$ cat config.mk
export PLATFORM = sky130hd
export DESIGN_NAME = piso_tx_sched_flat
export DESIGN_NICKNAME = d
export VERILOG_FILES = /design/src/rtl/piso_tx_sched_if.sv /design/src/rtl/piso_tx_sched.sv /design/src/flat_wrapper.sv
export SDC_FILE = /design/constraint.sdc
export NUM_CORES = 1
export LEC_CHECK = 0
export ABC_AREA = 1
export BUFFER_PORTS_ARGS = -buffer_cell sky130_fd_sc_hd__buf_2
export CORE_ASPECT_RATIO = 1.1
export CORE_UTILIZATION = 52
export DETAILED_ROUTE_END_ITERATION = 8
export HOLD_SLACK_MARGIN = 0.12
export PLACE_DENSITY_LB_ADDON = 0.3
export RECOVER_POWER = 25
export SLEW_MARGIN = 0
export SYNTH_ARGS = -nofsm -noshare
export SYNTH_HDL_FRONTEND = slang
export SYNTH_SLANG_ARGS = --single-unit
$ cat constraint.sdc
create_clock -name clk -period 4.2 [get_ports clk]
set_input_delay 1.26 -clock clk [delete_from_list [all_inputs] [get_ports clk]]
set_output_delay 1.26 -clock clk [all_outputs]
set_load 0.05 [all_outputs]
$ cat src/rtl/piso_tx_sched_if.sv
// piso_tx_sched_if: bundle between the requester blocks, the scheduler and
// the external parallel-in/serial-out shifter.
//
// Handshake: req[i] is a level request. The scheduler samples req only while
// idle. ack pulses for exactly one cycle, in the cycle after the winner's word
// was captured, with gnt naming the winner. After that ack, the requester may
// drop req or change data_in without disturbing the frame in flight. gnt
// stays one-hot until the last bit has been shifted out.
//
// Signals:
//   req      N        request per requester (level)
//   data_in  N*W      requester words; requester i on bits [i*W +: W]
//   gnt      N        one-hot grant, held through LOAD and SHIFT
//   ack      1        one-cycle grant pulse
//   pl       1        shifter parallel-load strobe (1 = load, 0 = shift)
//   a        W        word presented to the shifter
//   frame    1        shifter output carries a valid bit
//   bit_idx  clog2(W) index of the bit on the shifter output, MSB first
//   done     1        one-cycle pulse on the last bit
//   busy     1        scheduler not idle
interface piso_tx_sched_if #(
  parameter int N = 2,
  parameter int W = 4
);
  localparam int BW = (W > 1) ? $clog2(W) : 1;

  logic [N-1:0]   req;
  logic [N*W-1:0] data_in;
  logic [N-1:0]   gnt;
  logic           ack;
  logic           pl;
  logic [W-1:0]   a;
  logic           frame;
  logic [BW-1:0]  bit_idx;
  logic           done;
  logic           busy;

  // Requester / environment side.
  modport master (
    output req, data_in,
    input  gnt, ack, pl, a, frame, bit_idx, done, busy
  );

  // Scheduler side.
  modport slave (
    input  req, data_in,
    output gnt, ack, pl, a, frame, bit_idx, done, busy
  );
endinterface

$ cat src/rtl/piso_tx_sched.sv
// piso_tx_sched: round-robin scheduler sharing one external W-bit PISO
// shifter among N requesters. It grants one requester at a time, latches the
// winner's word, strobes the shifter load, counts W serial bit times and then
// holds off for GAP guard cycles before serving the next request.
//
// Ports:
//   clk        system clock, rising edge
//   rst        asynchronous, active-high reset
//   bus        piso_tx_sched_if.slave (req/data_in in; gnt/ack/pl/a/frame/
//              bit_idx/done/busy out)
//   fsm_state  current FSM state encoding (IDLE=0, LOAD=1, SHIFT=2, GUARD=3)
//
// Every output is decoded from registers only, so nothing on the shifter
// side depends combinationally on req or data_in.
module piso_tx_sched #(
  parameter int N   = 2,
  parameter int W   = 4,
  parameter int GAP = 1
) (
  input  logic              clk,
  input  logic              rst,
  piso_tx_sched_if.slave    bus,
  output logic [1:0]        fsm_state
);
  localparam int PW = (N > 1) ? $clog2(N) : 1;
  localparam int BW = (W > 1) ? $clog2(W) : 1;

  typedef enum logic [1:0] {
    IDLE  = 2'd0,
    LOAD  = 2'd1,
    SHIFT = 2'd2,
    GUARD = 2'd3
  } state_t;

  state_t        state, state_next;
  logic [PW-1:0] ptr;
  logic [PW-1:0] win;
  logic          found;
  logic [W-1:0]  word;
  logic [BW-1:0] cnt;
  logic [3:0]    gap_cnt;
  logic          last_bit;

  assign last_bit = (cnt == BW'(W - 1));

  // Round-robin search starting just after the last winner; the last winner
  // is visited last, so it only wins again when nobody else is asking.
  always_comb begin
    found = 1'b0;
    win   = ptr;
    for (int i = 1; i <= N; i++) begin
      int idx;
      idx = int'(ptr) + i;
      if (idx >= N) idx = idx - N;
      if (!found && bus.req[PW'(idx)]) begin
        found = 1'b1;
        win   = PW'(idx);
      end
    end
  end

  always_ff @(posedge clk or posedge rst) begin
    if (rst) state <= IDLE;
    else     state <= state_next;
  end

  always_comb begin
    state_next = state;
    case (state)
      IDLE:  if (found) state_next = LOAD;
      LOAD:  state_next = SHIFT;
      SHIFT: if (last_bit) state_next = (GAP > 0) ? GUARD : IDLE;
      GUARD: if (gap_cnt == 4'(GAP - 1)) state_next = IDLE;
      default: state_next = IDLE;
    endcase
  end

  // Datapath: the pointer and word change only on a capture in IDLE, so a
  // frame in flight is immune to later req/data_in activity.
  always_ff @(posedge clk or posedge rst) begin
    if (rst) begin
      ptr     <= PW'(N - 1);
      word    <= '0;
      cnt     <= '0;
      gap_cnt <= '0;
    end else begin
      case (state)
        IDLE: begin
          cnt     <= '0;
          gap_cnt <= '0;
          if (found) begin
            ptr  <= win;
            word <= bus.data_in[int'(win)*W +: W];
          end
        end
        LOAD:  cnt <= '0;
        SHIFT: cnt <= last_bit ? '0 : cnt + 1'b1;
        GUARD: gap_cnt <= gap_cnt + 1'b1;
        default: cnt <= '0;
      endcase
    end
  end

  assign bus.pl      = (state == LOAD);
  assign bus.ack     = (state == LOAD);
  assign bus.frame   = (state == SHIFT);
  assign bus.busy    = (state != IDLE);
  assign bus.done    = (state == SHIFT) && last_bit;
  assign bus.bit_idx = (state == SHIFT) ? (BW'(W - 1) - cnt) : '0;
  assign bus.gnt     = ((state == LOAD) || (state == SHIFT)) ? (N'(1) << ptr) : '0;
  assign bus.a       = word;
  assign fsm_state   = state;
endmodule

$ cat src/flat_wrapper.sv
// flat-port wrapper written by rule: the top's interface ports become plain ports
module piso_tx_sched_flat 
#(
  parameter int N   = 2,
  parameter int W   = 4,
  parameter int GAP = 1
)
  (clk, rst, fsm_state, bus_req, bus_data_in, bus_gnt, bus_ack, bus_pl, bus_a, bus_frame, bus_bit_idx, bus_done, bus_busy);
  piso_tx_sched_if #(.N(N), .W(W)) bus_i ();
  input  logic clk;
  input  logic rst;
  output logic [1:0] fsm_state;
  input wire logic [$bits(bus_i.req)-1:0] bus_req;
  input wire logic [$bits(bus_i.data_in)-1:0] bus_data_in;
  output wire logic [$bits(bus_i.gnt)-1:0] bus_gnt;
  output wire logic [$bits(bus_i.ack)-1:0] bus_ack;
  output wire logic [$bits(bus_i.pl)-1:0] bus_pl;
  output wire logic [$bits(bus_i.a)-1:0] bus_a;
  output wire logic [$bits(bus_i.frame)-1:0] bus_frame;
  output wire logic [$bits(bus_i.bit_idx)-1:0] bus_bit_idx;
  output wire logic [$bits(bus_i.done)-1:0] bus_done;
  output wire logic [$bits(bus_i.busy)-1:0] bus_busy;
  assign bus_i.req = bus_req;
  assign bus_i.data_in = bus_data_in;
  assign bus_gnt = bus_i.gnt;
  assign bus_ack = bus_i.ack;
  assign bus_pl = bus_i.pl;
  assign bus_a = bus_i.a;
  assign bus_frame = bus_i.frame;
  assign bus_bit_idx = bus_i.bit_idx;
  assign bus_done = bus_i.done;
  assign bus_busy = bus_i.busy;
  piso_tx_sched #(.N(N), .W(W), .GAP(GAP)) u_core (.clk(clk), .rst(rst), .bus(bus_i), .fsm_state(fsm_state));
endmodule
==> metrics.md, run 1 <==
| Metric | Value |
|---|---|
| Largest cells by area after synthesis | `dfrtp_1, ha_1, nand2_1` |
| Number of global-route vias before repair | `between 500 and 600` |
| Seq/Total Area, Yosys | `~40%` |
| Relative slew slack | `between 60% and 70%` |
| Post CTS Setup Buffer Count | `0` |
| Mapped Cells | `106` |
| Crit Path Category | `reg2out` |
| Status | `completed` |
| CTS Root Cell | `clkbuf_4` |
| Layout Nets | `about 160` |
| F_max | `approximately 340 MHz` |
| Initial core utilization | `~58%` |
| DIE AREA | `~1700 um^2` |
| Die width | `between 30 and 40 um` |
| Synth Warn # | `0` |
| Total number of vias | `between 700 and 800` |
| Clock sinks | `13` |
| Detailed Route WL | `between 1000 and 1500 um` |
| Fin crit period | `2.92 ns` |
| Worst setup SP type | `register` |
| Share of cells above drive strength 1 | `27.8%` |
| Synth Net Count | `about 130` |
| Post-CTS Resized | `0` |
| Leading area contributor after synthesis | `dfrtp_1` |
| Required @ worst endpoint | `just under 3 ns` |
| Worst-path clk slew | `~0.08 ns` |
| Bufs on Longest Clock Path | `2` |
| Final setup TNS | `0 ns` |
| Mapped Avg Cell Area | `around 7.6 um^2` |
| Crit path cell chain | `inv_1, ha_1, inv_1, nor2_1, buf_2` |
| CTS buffer count | `3` |
| I/O pins | `27` |
| Nature of the critical path endpoint | `output port` |
| Synth unique cells | `18` |
| Skew final | `0.00408 ns` |
| Initial antenna violation count | `0` |
| DP HPWL | `1100 um` |
| Slew of the pin with the lowest slew margin | `~0.49 ns` |
| Pin count of the biggest net entering global routing | `14` |
| Data arrival, critical path | `1.66 ns` |
| Synth top area share | `a little under two fifths` |
| Top_reg_cell synth | `dfrtp_1` |
| Reg2Reg Launch Point | `u_core.fsm_state[0]` |
| Clock H-tree levels | `1` |
| WHS Endpoint | `u_core.bus.a[2]` |
| CTS tree | `built` |
| Finish-stage setup viols | `0` |
| Critical path's most frequent cell | `inv_1` |
| Starting DRT DRC Count | `9` |
| Critical path's slowest cell | `dfrtp_1` |
| Slowest stage delay, CP | `approximately 0.44 ns` |
| Total GRT Usage | `19.8%` |
| Crit-path max FO | `6` |
| Fin crit share | `between 60% and 70%` |
| Skew-Pair Late Insertion Delay | `0.28 ns` |
| Max-cap violation count | `0` |
| First-pass GRT wire length | `2320 um` |
| N_diodes | `0` |
| Fin. max-slew vios | `0` |
| EDFF count, synth | `0` |
| Std-Cell Core Area | `1400 um^2` |
| R2R Setup Slk | `approximately 2.8 ns` |
| Routability cong. | `roughly 0.74` |
| RSZ-0062 raised after global routing | `false` |
| Final hold violations | `0` |
| Synth-to-Final Area Change | `18.9%` |
| 1st-pass router iterations | `4` |
| Hold path start | `u_core.bus.a[2]` |
| Cell Area, Synth | `between 800 and 900 um^2` |
| PortBufs | `25` |
| GRT overflow | `0` |
| Number of remaining DRC errors | `0` |
| Die Span Y | `approximately 43 um` |
| Post-DRT Antenna Nets | `0` |
| Most frequent cells after synthesis | `nand2_1, inv_1, nor2_1` |
| # hold bufs at CTS | `0` |
| Hold Path Depth | `2` |
| Routed len/inst | `about 9.8 um` |
| Hold crit path type | `reg2reg` |
| Routed vias/inst | `4.78` |
| Count leader, synth | `nand2_1` |
| Synth async-reset ratio | `100%` |
| Site Rows | `14` |
| Reg2reg path depth | `6` |
| Yosys reg bits | `13` |
| RR Endpoint | `u_core.gap_cnt[3]` |
## metal layers
layer / track usage [%] / wire length, um / vias up
met5: 0 / 0 / -
met1: 24.5 / 671 / 313
li1: - / - / 377
met2: 31.1 / 669 / 17
met4: 12.4 / 42 / 0
met3: 3.08 / 77 / 5
## critical path, delay by kind of cell, from the launching register on
kind,cells,cell delay (ns)
simple gates,1,0.09
flops,1,0.44
fa+ha+maj,1,0.37
buf+inv,3,0.49
## area by class of cell
cell class / count / area (um^2)
clock buffers: 4 / 26.3
inverters: 18 / 67.6
multi-input cells: 73 / 395
repair buffers: 25 / 125
well taps: 16 / 20.0
flip-flops and latches: 13 / 327
fillers: 129 / 440
## logic make-up (layout without fill, tap and decap cells)
family	after synthesis	in the layout	synth area share [%]
adders and majority gates	9	9	13.9
buffers and inverters	20	47	10.7
DFF	13	13	40.4
AOI/OAI and AO/OA	10	10	6.19
and+or+nand+nor	54	54	28.8
## registers in the layout, summed over array words and instances (netlist names)
name / count
u_core.fsm_state: 2
u_core.bus.a: 4
u_core.gap_cnt: 4
u_core.cnt: 2
u_core.ptr: 1
## metrics by stage
step / cell area (um^2) / setup WS, ns / util (%) / cells / hold WS (ns)
final: 961 / 1.28 / 68.6 / 149 / 0.480
after global routing: 961 / 1.14 / 68.6 / 149 / 0.497
after CTS: 961 / 1.30 / 68.6 / 149 / 0.483
after detailed placement: 935 / 1.62 / 66.7 / 145 / 0.460
after global placement: 935 / 1.62 / 66.7 / 145 / 0.457
after floorplan: 808 / 0.818 / - / 106 / 0.470
## cells in the final DEF, fill, tap and decap left out, drive strengths merged
cell type and instances:
a21oi 3, and3 1, buf 25, clkbuf 4
dfrtp 12, dfstp 1, ha 9, inv 18
nand2 30, nand3 5, nand4 1, nor2 15
nor3 1, o21ai 7, or2 1
## worst max-delay path by stage
stage,start,to,cells past startpoint,slack (ns)
after floorplan,u_core.fsm_state[0],bus_bit_idx[0],4,0.82
after global placement,u_core.fsm_state[0],bus_gnt[0],5,1.62
after detailed placement,u_core.fsm_state[0],bus_gnt[0],5,1.62
after CTS,u_core.fsm_state[0],bus_gnt[0],5,1.30
after global routing,u_core.fsm_state[1],bus_gnt[0],5,1.14
final,u_core.fsm_state[0],bus_gnt[0],5,1.28
Power of run 1 is not shown: default switching activity piles up to over one toggle a cycle in this logic, so the estimate is an artifact.
==> run 2: changes to the inputs <==
--- a/config.mk
+++ b/config.mk
@@ -8,7 +8,7 @@
 export ABC_AREA = 1
 export BUFFER_PORTS_ARGS = -buffer_cell sky130_fd_sc_hd__buf_2
 export CORE_ASPECT_RATIO = 1.1
-export CORE_UTILIZATION = 52
+export CORE_UTILIZATION = 43
 export DETAILED_ROUTE_END_ITERATION = 8
 export HOLD_SLACK_MARGIN = 0.12
 export PLACE_DENSITY_LB_ADDON = 0.3
==> constraint.sdc (replaced) <==
create_clock -name clk -period 2.4 [get_ports clk]
set_input_delay 0.72 -clock clk [delete_from_list [all_inputs] [get_ports clk]]
set_output_delay 0.72 -clock clk [all_outputs]
set_load 0.05 [all_outputs]
==> metrics.md, run 2 (synthesis gave the netlist of run 1 again) <==
| Metric | Value |
|---|---|
| DP HPWL | `1280 um (+16%)` |
| Status | `finished with violations` |
| I/O pins | `27 (unchanged)` |
| Initial antenna violation count | `0 (unchanged)` |
| F_max | `between 400 and 500 MHz` |
| Max-cap violation count | `0 (unchanged)` |
| Post-DRT Antenna Nets | `0 (unchanged)` |
| Site Rows | `16 (+2)` |
| DP Worst Slack | `0.384 ns (-1.24 ns)` |
| CTS tree | `built` |
| Initial core utilization | `45.4% (-12 points)` |
| Data arrival, critical path | `1.57 ns (-0.09 ns)` |
| Fin. max-slew vios | `0 (unchanged)` |
| Skew final | `0.0118 ns (+0.00768 ns)` |
| 1st-pass router iterations | `6 (+2)` |
| Slowest stage delay, CP | `0.42 ns (-0.02 ns)` |
| Total GRT Usage | `16.3% (-3.5 points)` |
| N_diodes | `0 (unchanged)` |
| Routability cong. | `0.779 (+6.0%)` |
| Failing checks | `DRC` |
| GRT overflow | `0 (unchanged)` |
| Crit path cell chain | `inv_1, ha_1, nand2_1, inv_1, buf_2` |
| Critical path's most frequent cell | `inv_1` |
| Number of remaining DRC errors | `6 (+6)` |
| Routed len/inst | `11.0 um (+13%)` |
| CTS Root Cell | `clkbuf_4` |
| Skew-Pair Late Insertion Delay | `0.29 ns (about the same)` |
| Design Area, Final | `980 um^2 (+2.0%)` |
| Final setup TNS | `0 ns (unchanged)` |
| Critical path's slowest cell | `dfrtp_2` |
| Number of global-route vias before repair | `657 (+10%)` |
| Fin crit period | `around 2.3 ns` |
| Crit Path Category | `reg2out` |
| CP top delay family | `flip-flops` |
| CTS buffer count | `3 (unchanged)` |
| Bufs on Longest Clock Path | `2 (unchanged)` |
| Pin count of the biggest net entering global routing | `14 (unchanged)` |
| Die width | `43.3 um (+9.5%)` |
| Starting DRT DRC Count | `14 (+5)` |
| Nature of the critical path endpoint | `output port` |
| Most frequent cells in the layout | `nand2_1, buf_2, inv_1` |
| Hold crit path type | `in2async` |
| Required @ worst endpoint | `1.68 ns (-1.26 ns)` |
| Worst-path clk slew | `0.10 ns (+0.02 ns)` |
| Slew of the pin with the lowest slew margin | `0.515 ns (+0.0214 ns)` |
| Layout Nets | `155 (unchanged)` |
| Total number of vias | `741 (+4.1%)` |
| Crit path setup slack, layout | `0.105 ns (-1.17 ns)` |
| Std-Cell Core Area | `1780 um^2 (+27%)` |
| Synth-to-Final Area Change | `21.2%` |
| Share of cells above drive strength 1 | `33.8% (+6.0 points)` |
| Die Span Y | `47.5 um (+9.5%)` |
| Detailed Route WL | `1670 um (+14%)` |
| Crit path buf inv count | `3 (unchanged)` |
| Clock sinks | `13 (unchanged)` |
| Fin crit share | `95.6%` |
| PortBufs | `25 (unchanged)` |
| DIE AREA | `2060 um^2 (+20%)` |
| First-pass GRT wire length | `2480 um (+6.9%)` |
| Worst setup SP type | `register` |
| DP Area | `950 um^2 (+1.6%)` |
| Finish-stage setup viols | `0 (unchanged)` |
| Relative slew slack | `65.6% (-1.4 points)` |
| Hold slack | `0.443 ns (-0.0374 ns)` |
| RSZ-0062 raised after global routing | `false` |
| Commonest non-fill, non-tap cell in the layout | `nand2_1` |
| Crit-path max FO | `6 (unchanged)` |
| Routed vias/inst | `4.91 (+2.7%)` |
| Final hold violations | `0 (unchanged)` |
| Clock H-tree levels | `1 (unchanged)` |
==> run 2: changes by cell type in the layout (fill, tap and decap cells not counted), moves of 2 or more <==
cell | previous run | this run
dfrtp_2 | 0 | 2
dfrtp_1 | 12 | 10
nor2_1 | 15 | 12
nor2_2 | 0 | 3
==> run 2: worst paths after layout <==
path | start | end | slack [ns] | depth (start not counted)
worst max register to register | u_core.fsm_state[0] | u_core.gap_cnt[3] | 0.99 | 6
worst min register to register | u_core.bus.a[3] | u_core.bus.a[3] | 0.49 | 2
worst min-delay path | rst | u_core.gap_cnt[0] | 0.44 | 2
max in group asynchronous | rst | u_core.fsm_state[1] | 1.57 | 2
worst max-delay path | u_core.fsm_state[0] | bus_gnt[1] | 0.11 | 5
min in group clk | u_core.bus.a[3] | u_core.bus.a[3] | 0.49 | 2
==> run 2: layout make-up <==
class / count / area [um^2]
fill: 176 / 802
multi-input combinational: 73 / 405
sequential: 13 / 329
timing repair buffer: 25 / 128
inverter: 18 / 67.6
clock buffer: 3 / 22.5
tap: 18 / 22.5
clock inverter: 1 / 5.00
==> run 2: worst reg2reg max path, cell delays in order, from the launching register on <==
cell and delay, ns:
dfrtp_2 0.42, inv_1 0.10, ha_1 0.37, nor2_1 0.21
nand3_1 0.09, nand2_1 0.07, nor2_1 0.04
==> run 2: repair_timing <==
item,4_1_cts,5_1_grt
hold endpoints to repair,0,0
setup buffers,0,0
hold buffers,0,0
setup endpoints to repair,0,1
resized for setup,0,1
==> run 2: metrics by stage <==
| stage | instances | utilization, % |
|---|---|---|
| finish | 151 | 55.0 |
| global route | 151 | 55.0 |
| CTS | 151 | 54.8 |
| detailed placement | 147 | 53.3 |
| global placement | 147 | 53.3 |
| floorplan | 106 | - |
==> run 2: layer usage <==
metal / vias up / track usage [%] / part of all wire, %
met2: 20 / 31.2 / 50
met5: - / 0 / 0
li1: 375 / - / -
met1: 344 / 18.0 / 45
met4: 0 / 7.50 / 0.72
met3: 2 / 2.64 / 4.1
Power of run 2 is left out for the same reason.
